$ cat config.mk
export PLATFORM = sky130hd
export DESIGN_NAME = seg7_capture
export DESIGN_NICKNAME = d
export VERILOG_FILES = /design/src/rtl/seg7_capture.sv
export SDC_FILE = /design/constraint.sdc
export NUM_CORES = 1
export LEC_CHECK = 0
export ABC_AREA = 1
export CORE_ASPECT_RATIO = 1.25
export CORE_MARGIN = 3
export CORE_UTILIZATION = 50
export CTS_CLUSTER_SIZE = 12
export DETAILED_ROUTE_END_ITERATION = 7
export GPL_TIMING_DRIVEN = 0
export PLACE_DENSITY = 0.72
export SLEW_MARGIN = 30
export SYNTH_ARGS = -nofsm -noshare
export SYNTH_HDL_FRONTEND = slang
export SYNTH_SLANG_ARGS = --single-unit
$ cat constraint.sdc
create_clock -name CLK1 -period 1.74 [get_ports CLK1]
set_input_delay 0.348 -clock CLK1 [delete_from_list [all_inputs] [get_ports CLK1]]
set_output_delay 0.348 -clock CLK1 [all_outputs]
set_load 0.005 [all_outputs]
$ cat src/rtl/seg7_capture.sv
// Recovers four hex digits from a multiplexed active-low seven-segment bus.
// Optional SEG7_ERR_COUNT_EN adds a saturating pattern-error counter (err_count, err_clr).
module seg7_capture #(
  parameter int SYNC_STAGES   = 2,
  parameter int STABLE_CYCLES = 1000,
  parameter int CW            = 10
) (
  input  logic        CLK1,
  input  logic        arst_n,
  input  logic [0:6]  seg,
  input  logic [3:0]  an,
  output logic [15:0] digits,
  output logic [3:0]  digit_valid,
  output logic        frame_valid,
  output logic        pattern_err
`ifdef SEG7_ERR_COUNT_EN
  ,
  input  logic        err_clr,
  output logic [7:0]  err_count
`endif
);

  typedef enum logic [1:0] {IDLE, CAPTURE, HOLD} state_t;

  localparam logic [CW-1:0] LAST = CW'(STABLE_CYCLES - 2);

  logic [10:0]   sync_q [SYNC_STAGES];
  logic [10:0]   sample_q;
  logic [CW-1:0] cnt_q;
  state_t        state_q;
  logic [15:0]   digits_q;
  logic [3:0]    digit_valid_q;
  logic [3:0]    mask_q;
  logic          frame_valid_q;
  logic          pattern_err_q;

  logic [10:0] smp_now;
  logic        changed;
  logic [3:0]  upd_pos;
  logic [4:0]  dec;
  logic        is_blank;
  logic [3:0]  mask_set;
  logic [3:0]  mask_base;

  // Bit a is the MSB of the 7-bit pattern, matching the a..g table order.
  function automatic logic [4:0] decode(input logic [6:0] s);
    case (s)
      7'b0000001: return {1'b1, 4'h0};
      7'b1001111: return {1'b1, 4'h1};
      7'b0010010: return {1'b1, 4'h2};
      7'b0000110: return {1'b1, 4'h3};
      7'b1001100: return {1'b1, 4'h4};
      7'b0100100: return {1'b1, 4'h5};
      7'b0100000: return {1'b1, 4'h6};
      7'b0001111: return {1'b1, 4'h7};
      7'b0000000: return {1'b1, 4'h8};
      7'b0000100: return {1'b1, 4'h9};
      7'b0001000: return {1'b1, 4'hA};
      7'b1100000: return {1'b1, 4'hB};
      7'b0110001: return {1'b1, 4'hC};
      7'b1000010: return {1'b1, 4'hD};
      7'b0110000: return {1'b1, 4'hE};
      7'b0111000: return {1'b1, 4'hF};
      default:    return 5'b0;
    endcase
  endfunction

  always_ff @(posedge CLK1 or negedge arst_n) begin
    if (!arst_n) begin
      for (int i = 0; i < SYNC_STAGES; i++) sync_q[i] <= '1;
    end else begin
      sync_q[0] <= {an, seg};
      for (int i = 1; i < SYNC_STAGES; i++) sync_q[i] <= sync_q[i-1];
    end
  end

  always_comb begin
    smp_now  = sync_q[SYNC_STAGES-1];
    changed  = (smp_now != sample_q);
    dec      = decode(sample_q[6:0]);
    is_blank = (sample_q[6:0] == 7'b1111111);
    case (sample_q[10:7])
      4'b1110: upd_pos = 4'b0001;
      4'b1101: upd_pos = 4'b0010;
      4'b1011: upd_pos = 4'b0100;
      4'b0111: upd_pos = 4'b1000;
      4'b0000: upd_pos = 4'b1111;
      default: upd_pos = 4'b0000;
    endcase
    mask_set  = ((state_q == CAPTURE) && (dec[4] || is_blank)) ? upd_pos : 4'b0000;
    mask_base = (mask_q == 4'hF) ? 4'h0 : mask_q;
  end

  always_ff @(posedge CLK1 or negedge arst_n) begin
    if (!arst_n) begin
      sample_q      <= '1;
      cnt_q         <= '0;
      state_q       <= IDLE;
      digits_q      <= '0;
      digit_valid_q <= '0;
      mask_q        <= '0;
      frame_valid_q <= 1'b0;
      pattern_err_q <= 1'b0;
    end else begin
      sample_q      <= smp_now;
      pattern_err_q <= 1'b0;
      frame_valid_q <= (mask_q == 4'hF);
      mask_q        <= mask_base | mask_set;
      case (state_q)
        IDLE: begin
          if (changed || smp_now[10:7] == 4'hF) begin
            cnt_q <= '0;
          end else begin
            cnt_q <= cnt_q + 1'b1;
            if (cnt_q == LAST) state_q <= CAPTURE;
          end
        end
        CAPTURE: begin
          for (int i = 0; i < 4; i++) begin
            if (upd_pos[i] && dec[4]) begin
              digits_q[4*i +: 4] <= dec[3:0];
              digit_valid_q[i]   <= 1'b1;
            end else if (upd_pos[i] && is_blank) begin
              digit_valid_q[i]   <= 1'b0;
            end
          end
          if (upd_pos != 4'b0000 && !dec[4] && !is_blank) pattern_err_q <= 1'b1;
          // A change arriving during the capture cycle starts a fresh window.
          cnt_q   <= '0;
          state_q <= changed ? IDLE : HOLD;
        end
        HOLD: begin
          if (changed) begin
            cnt_q   <= '0;
            state_q <= IDLE;
          end
        end
        default: begin
          cnt_q   <= '0;
          state_q <= IDLE;
        end
      endcase
    end
  end

  assign digits      = digits_q;
  assign digit_valid = digit_valid_q;
  assign frame_valid = frame_valid_q;
  assign pattern_err = pattern_err_q;

`ifdef SEG7_ERR_COUNT_EN
  logic [7:0] err_count_q;

  always_ff @(posedge CLK1 or negedge arst_n) begin
    if (!arst_n)                                    err_count_q <= '0;
    else if (err_clr)                               err_count_q <= '0;
    else if (pattern_err_q && err_count_q != 8'hFF) err_count_q <= err_count_q + 1'b1;
  end

  assign err_count = err_count_q;
`endif

endmodule

==> impl_results.md, run 1 <==
- Status: finished, violations left
- Failing checks: setup timing
- Mapped Avg Cell Area: 9.745 sq um
- H-tree depth: 3
- Starting density of the core: 0.5198
- Fmax: 0.5716 GHz
- Worst EP required: 1.96 ns
- Synthesized flop and latch total: 71
- Via count: 2400
- Synth warn: 0
- Die Span X: 77.84 um
- Syn Inst Count: 331
- Pin count of the biggest net entering global routing: 55
- Area growth from synthesis to layout: 29.56%
- Die ar.: 0.007457 sq mm
- Nets: 403
- Floorplan row count: 32
- Crit Path Max Fanout: 8
- Post-route cell area: 0.004179 sq mm
- DP Area: 0.003697 sq mm
- Netlist Area Pre-Place: 0.003226 sq mm
- Crit-path max cell delay: 0.58 ns
- Final worst slack: -0.009506 ns
- Drc violations: 0
- Top Family by Delay on Critical Path: simple AND/OR/NAND/NOR gates
- Reg2reg setup slack: -0.01 ns
- Period minus WS final: 1.750 ns
- Via-per-instance ratio: 5.021
- Final hold vios: 0
- First DRT Iteration DRCs: 117
- Reg clk slew, reported paths: 0.08 ns
- Final Core Density: 0.6734
- Initial antenna violation count: 0
- Commonest non-fill, non-tap cell in the layout: nand2_1
- First-pass GRT wire length: 9.880 mm
- Port Buffer Count: 34
- Crit path buf inv count: 1
- Routed WL: 6.202 mm
- Gpl congestion: 0.8717
- Worst Setup End Kind: flop
- Worst slew pin tran: 0.7479 ns
- Number of global-route vias before repair: 2227
- CP Class: flop to flop
- Layout cells sized above 1: 0.3130
- Yosys cell types: 30
- Fin crit share: 1.005
- Die height: 95.80 um
- CTS tree: done
- Maximum VDD drop: 0.5959 mV
- Max Root-Sink Buffers: 2
- N_diodes: 0
- RSZ-0062 raised after global routing: true
- CORE AREA: 0.006206 sq mm
- Syn Nets: 346
- Max_cap viols: 0
- Final setup viols: 2
- Worst-case headroom to the max-slew limit: 0.4968
- Max Clock Skew: 0.006807 ns
- First-pass iteration count of the detailed router: 4
- Pleak: 1.920 nW
- Most frequent cells in the layout: nand2_1 (79), dfrtp_1 (38), clkdlybuf4s50_1 (33), dfstp_2 (33), nand3_1 (24)
- Clk_lat worst skew: 0.34 ns
- GRT Residual Overflow: 0
- Final antenna-violating net count: 0
- Final Non-Filler Cells: 478
- Crit start category: flop
- Hpwl dp: 4.076 mm
- Boundary Pins: 35
- Worst min-delay path class: flop to flop
- Power Dens Cells: 780.5 mW/mm^2
- Placed Cells: 451
- Share of the yosys chip area belonging to registers: 0.5636
- Wirelength per Cell: 12.97 um
- Fin. max-slew vios: 0
- Clock sink total: 71
- Slowest cell on crit path: dfstp_2
- CP arrival: 1.97 ns
- Root Buffer: clkbuf_8
- Total GRT Usage: 0.1681
- Num CTS Buffers: 9
- Worst-path cell chain: inv_2 > nor2_1 > nand2_1 > nor2_1 > nor2_4 > nand2_4 > nor2_8 > nand2_8 > nand2_8 > nand2_1 > o21ai_1
final timing paths:
| path | startpoint | to | cells past startpoint |
|---|---|---|---|
| min reg2reg | sync_q[12] | smp_now[1] | 0 |
| max | sample_q[0] | digits[14] | 11 |
| max reg2reg | sample_q[0] | digits[14] | 11 |
| max in group asynchronous | arst_n | smp_now[3] | 3 |
| min | sync_q[12] | smp_now[1] | 0 |
| min in group asynchronous | arst_n | digits[3] | 2 |
power by group:
part	switching [W]	internal [W]
Clock	0.000625	0.000650
Combinational	0.000139	0.0000943
Sequential	0.0000328	0.00172
Total	0.000796	0.00247
worst reg2reg max path, stage by stage (launching register included):
cell and delay (ns):
dfstp_2 0.58, inv_2 0.05, nor2_1 0.09, nand2_1 0.08
nor2_1 0.25, nor2_4 0.08, nand2_4 0.09, nor2_8 0.06
nand2_8 0.14, nand2_8 0.09, nand2_1 0.07, o21ai_1 0.06
per-layer routing:
layer / track usage / wire [um]
met5: 0 / 0
met4: 0.08605 / 46
met3: 0.03371 / 263
met2: 0.2886 / 3306
met1: 0.2010 / 2586
synthesized netlist by cell type (all sizes together):
cell     n  area, sq um
nand2   98        451.7
dfrtp   38        950.9
nor2    37        214.0
dfstp   33        867.1
nand3   30        190.2
inv     29        108.9
o21ai   17        85.08
nand4   11        68.82
xor2     8        70.07
nand3b   6        45.04
a21oi    5        25.02
nor3     5        35.03
xnor2    5        43.79
or2      3        21.27
ha       2        25.02
nor4     2        12.51
clkbuf   1        3.750
o31ai    1        7.510
kinds of logic after synthesis:
family | share of synthesized area
xor+xnor | 0.03530
compound gates | 0.03646
flops | 0.5636
simple gates | 0.3220
buf+inv | 0.03491
fa+ha+maj | 0.007757
area by class of cell:
type,count,area [sq um]
Clock buffer,11,162.7
Fill cell,473,2027
Sequential cell,71,1818
Multi-Input combinational cell,230,1481
Buffer,1,3.754
Tap cell,85,106.4
Inverter,29,113.9
Timing Repair Buffer,46,454.2
Clock inverter,5,38.79
state kept, by name (all words and copies together), names as in the netlist:
register	flops
cnt_q	10
digit_valid	4
digits	16
frame_valid	1
mask_q	4
pattern_err	1
sample_q	11
smp_now	11
state_q	2
sync_q	11
through the flow:
step	total power, W	hold slack (ns)	setup TNS (ns)	worst slack, ns
after floorplan	0.001878	0.05241	0	0.1914
after global routing	0.003408	0.3600	-3.167	-0.1400
after CTS	0.003244	0.3578	0	0.02120
final	0.003262	0.3569	-0.01123	-0.009506
after global placement	0.001953	0.3454	-109.88	-1.904
after detailed placement	0.001967	0.2388	-0.02148	-0.02148
timing repair:
action | 4_1_cts | 5_1_grt
pin swaps | 0 | 14
hold buffers | 1 | 0
hold endpoints to repair | 9 | 0
setup endpoints to repair | 2 | 34
resized for setup | 1 | 45
setup buffers | 0 | 10
(Power assumes the default switching activity.)
==> inputs of run 2 (changes only) <==
CAP_MARGIN = 20   (was default)
==> results of run 2 <==
Final layout, timing and power as in run 1 (identical DEF).
==> inputs of run 3 (changes only) <==
SLEW_MARGIN = default   (was 30)
==> impl_results.md, run 3 (synthesis results as in run 1) <==
- CP arrival: 2.02 ns (was 1.97 ns)
- H-tree depth: 3 (unchanged)
- Max reg flops: 16 (unchanged)
- Num CTS Buffers: 9 (unchanged)
- First-pass GRT wire length: 9.701 mm (was 9.880 mm)
- Via-per-instance ratio: 5.015 (was 5.021)
- Clk_lat worst skew: 0.35 ns (was 0.34 ns)
- Setup_tns: -0.03744 ns (was -0.01123 ns)
- Crit path buf inv count: 2 (was 1)
- Reg clk slew, reported paths: 0.08 ns (about the same)
- Crit Path Max Fanout: 5 (was 8)
- Final worst slack: -0.009741 ns (was -0.009506 ns)
- Crit-path max cell delay: 0.61 ns (was 0.58 ns)
- Starting density of the core: 0.5198 (unchanged)
- CP Depth: 8 (was 11)
- Pleak: 1.938 nW (was 1.920 nW)
- Die height: 95.80 um (unchanged)
- Maximum VDD drop: 0.8892 mV (was 0.5959 mV)
- Root Buffer: clkbuf_8 (unchanged)
- Failing checks: setup timing (unchanged)
- Most frequent cells in the layout: nand2_1 (69), dfrtp_1 (38), clkdlybuf4s50_1 (33), dfstp_2 (33), nand3_1 (23) (was nand2_1 (79), dfrtp_1 (38), clkdlybuf4s50_1 (33), dfstp_2 (33), nand3_1 (24))
- Hpwl dp: 3.988 mm (was 4.076 mm)
- Floorplan row count: 32 (unchanged)
- R2R depth: 8 (was 11)
- Final hold vios: 0 (unchanged)
- Via count: 2407 (was 2400)
- N_diodes: 0 (unchanged)
- Wirelength per Cell: 12.88 um (was 12.97 um)
- Routed WL: 6.180 mm (was 6.202 mm)
- Status: finished, violations left (unchanged)
- Die ar.: 0.007457 sq mm (unchanged)
- Drc violations: 0 (unchanged)
- RSZ-0062 raised after global routing: true (unchanged)
- CP Class: flop to flop (unchanged)
- Final antenna-violating net count: 0 (unchanged)
- Beginning of the critical path: sample_q[4] (was sample_q[0])
- Nets: 405 (was 403)
- Gpl congestion: 0.8717 (unchanged)
- Die Span X: 77.84 um (unchanged)
- Period minus WS final: 1.750 ns (about the same)
- Max_cap viols: 0 (unchanged)
- Setup slack at placement: -0.01722 ns (was -0.02148 ns)
- CTS tree: done (unchanged)
- Max Clock Skew: 0.007163 ns (was 0.006807 ns)
- Fin. max-slew vios: 0 (unchanged)
- Top Family by Delay on Critical Path: simple AND/OR/NAND/NOR gates (unchanged)
- Post-route cell area: 0.004243 sq mm (was 0.004179 sq mm)
- Power Dens Cells: 803.0 mW/mm^2 (was 780.5 mW/mm^2)
- First-pass iteration count of the detailed router: 4 (unchanged)
- Initial antenna violation count: 0 (unchanged)
- Crit start category: flop (unchanged)
- R2R Path Start: sample_q[4] (was sample_q[0])
- Worst-path cell chain: buf_4 > nor2_1 > nand4_1 > nand3_4 > nor2_8 > nand3_4 > buf_4 > nor3_2 (was inv_2 > nor2_1 > nand2_1 > nor2_1 > nor2_4 > nand2_4 > nor2_8 > nand2_8 > nand2_8 > nand2_1 > o21ai_1)
- Slowest cell on crit path: dfstp_2 (unchanged)
- Final setup viols: 5 (was 2)
- Max Root-Sink Buffers: 2 (unchanged)
- # fillers: 467 (was 473)
- Hold WS: 0.08320 ns (was 0.3569 ns)
- Fmax: 0.5715 GHz (was 0.5716 GHz)
- Worst EP required: 2.01 ns (was 1.96 ns)
- DP Area: 0.003670 sq mm (was 0.003697 sq mm)
- GRT Residual Overflow: 0 (unchanged)
- Number of global-route vias before repair: 2187 (was 2227)
- Worst min-delay path class: input port to asynchronous set/reset pin (was flop to flop)
- Total power: 0.003407 W (was 0.003262 W)
- Clock sink total: 71 (unchanged)
- First DRT Iteration DRCs: 67 (was 117)
- Port Buffer Count: 34 (unchanged)
- Worst Setup End Kind: flop (unchanged)
- Layout cells sized above 1: 0.3620 (was 0.3130)
- CORE AREA: 0.006206 sq mm (unchanged)
- Area growth from synthesis to layout: 31.54% (was 29.56%)
- Commonest non-fill, non-tap cell in the layout: nand2_1 (unchanged)
- Worst-case headroom to the max-slew limit: 0.4086 (was 0.4968)
- Boundary Pins: 35 (unchanged)
- Total GRT Usage: 0.1670 (was 0.1681)
- Fin crit share: 1.006 (was 1.005)
- Worst slew pin tran: 0.8790 ns (was 0.7479 ns)
- Pin count of the biggest net entering global routing: 72 (was 55)
run 3: timing repair:
action / in CTS / in global routing
setup buffers: 0 / 14
endpoints found under the setup margin: 2 / 34
pin swaps: 0 / 17
hold buffers: 0 / 0
gates resized for setup: 1 / 65
run 3: worst paths after layout:
kind	endpoint	slack (ns)
max	pattern_err	-0.01
min	digits[3]	0.08
max reg2reg	pattern_err	-0.01
min reg2reg	smp_now[3]	0.35
max in group asynchronous	cnt_q[9]	1.10
min in group CLK1	smp_now[3]	0.35
run 3: cell type report:
type | count | area [sq um] | share of cell area
plain buffers | 1 | 3.754 | 0.0008847
clock buffers | 10 | 148.9 | 0.03509
clock inverters | 6 | 71.32 | 0.01681
inverters | 29 | 121.4 | 0.02861
multi-input cells | 230 | 1530 | 0.3607
flip-flops and latches | 71 | 1818 | 0.4285
well taps | 85 | 106.4 | 0.02507
repair buffers | 48 | 442.9 | 0.1044
run 3: power breakdown:
group | internal, W | leakage (nW) | total (W) | switching [W]
clock network | 0.000767 | 0.113 | 0.00143 | 0.000658
logic | 0.0000881 | 0.947 | 0.000226 | 0.000138
registers | 0.00172 | 0.878 | 0.00175 | 0.0000345
total | 0.00258 | 1.94 | 0.00341 | 0.000831
run 3: routing by layer:
metal	track usage	vias up	part of all wire
met5	0	-	0
met4	0.07122	0	0.022
met3	0.05337	13	0.048
met2	0.2814	63	0.53
met1	0.1972	1133	0.40
li1	-	1198	-
run 3: metrics by stage:
step | cells | util
after floorplan | 331 | -
after global placement | 450 | 0.5917
after detailed placement | 450 | 0.5913
after CTS | 466 | 0.6272
after global routing | 480 | 0.6837
final | 480 | 0.6837
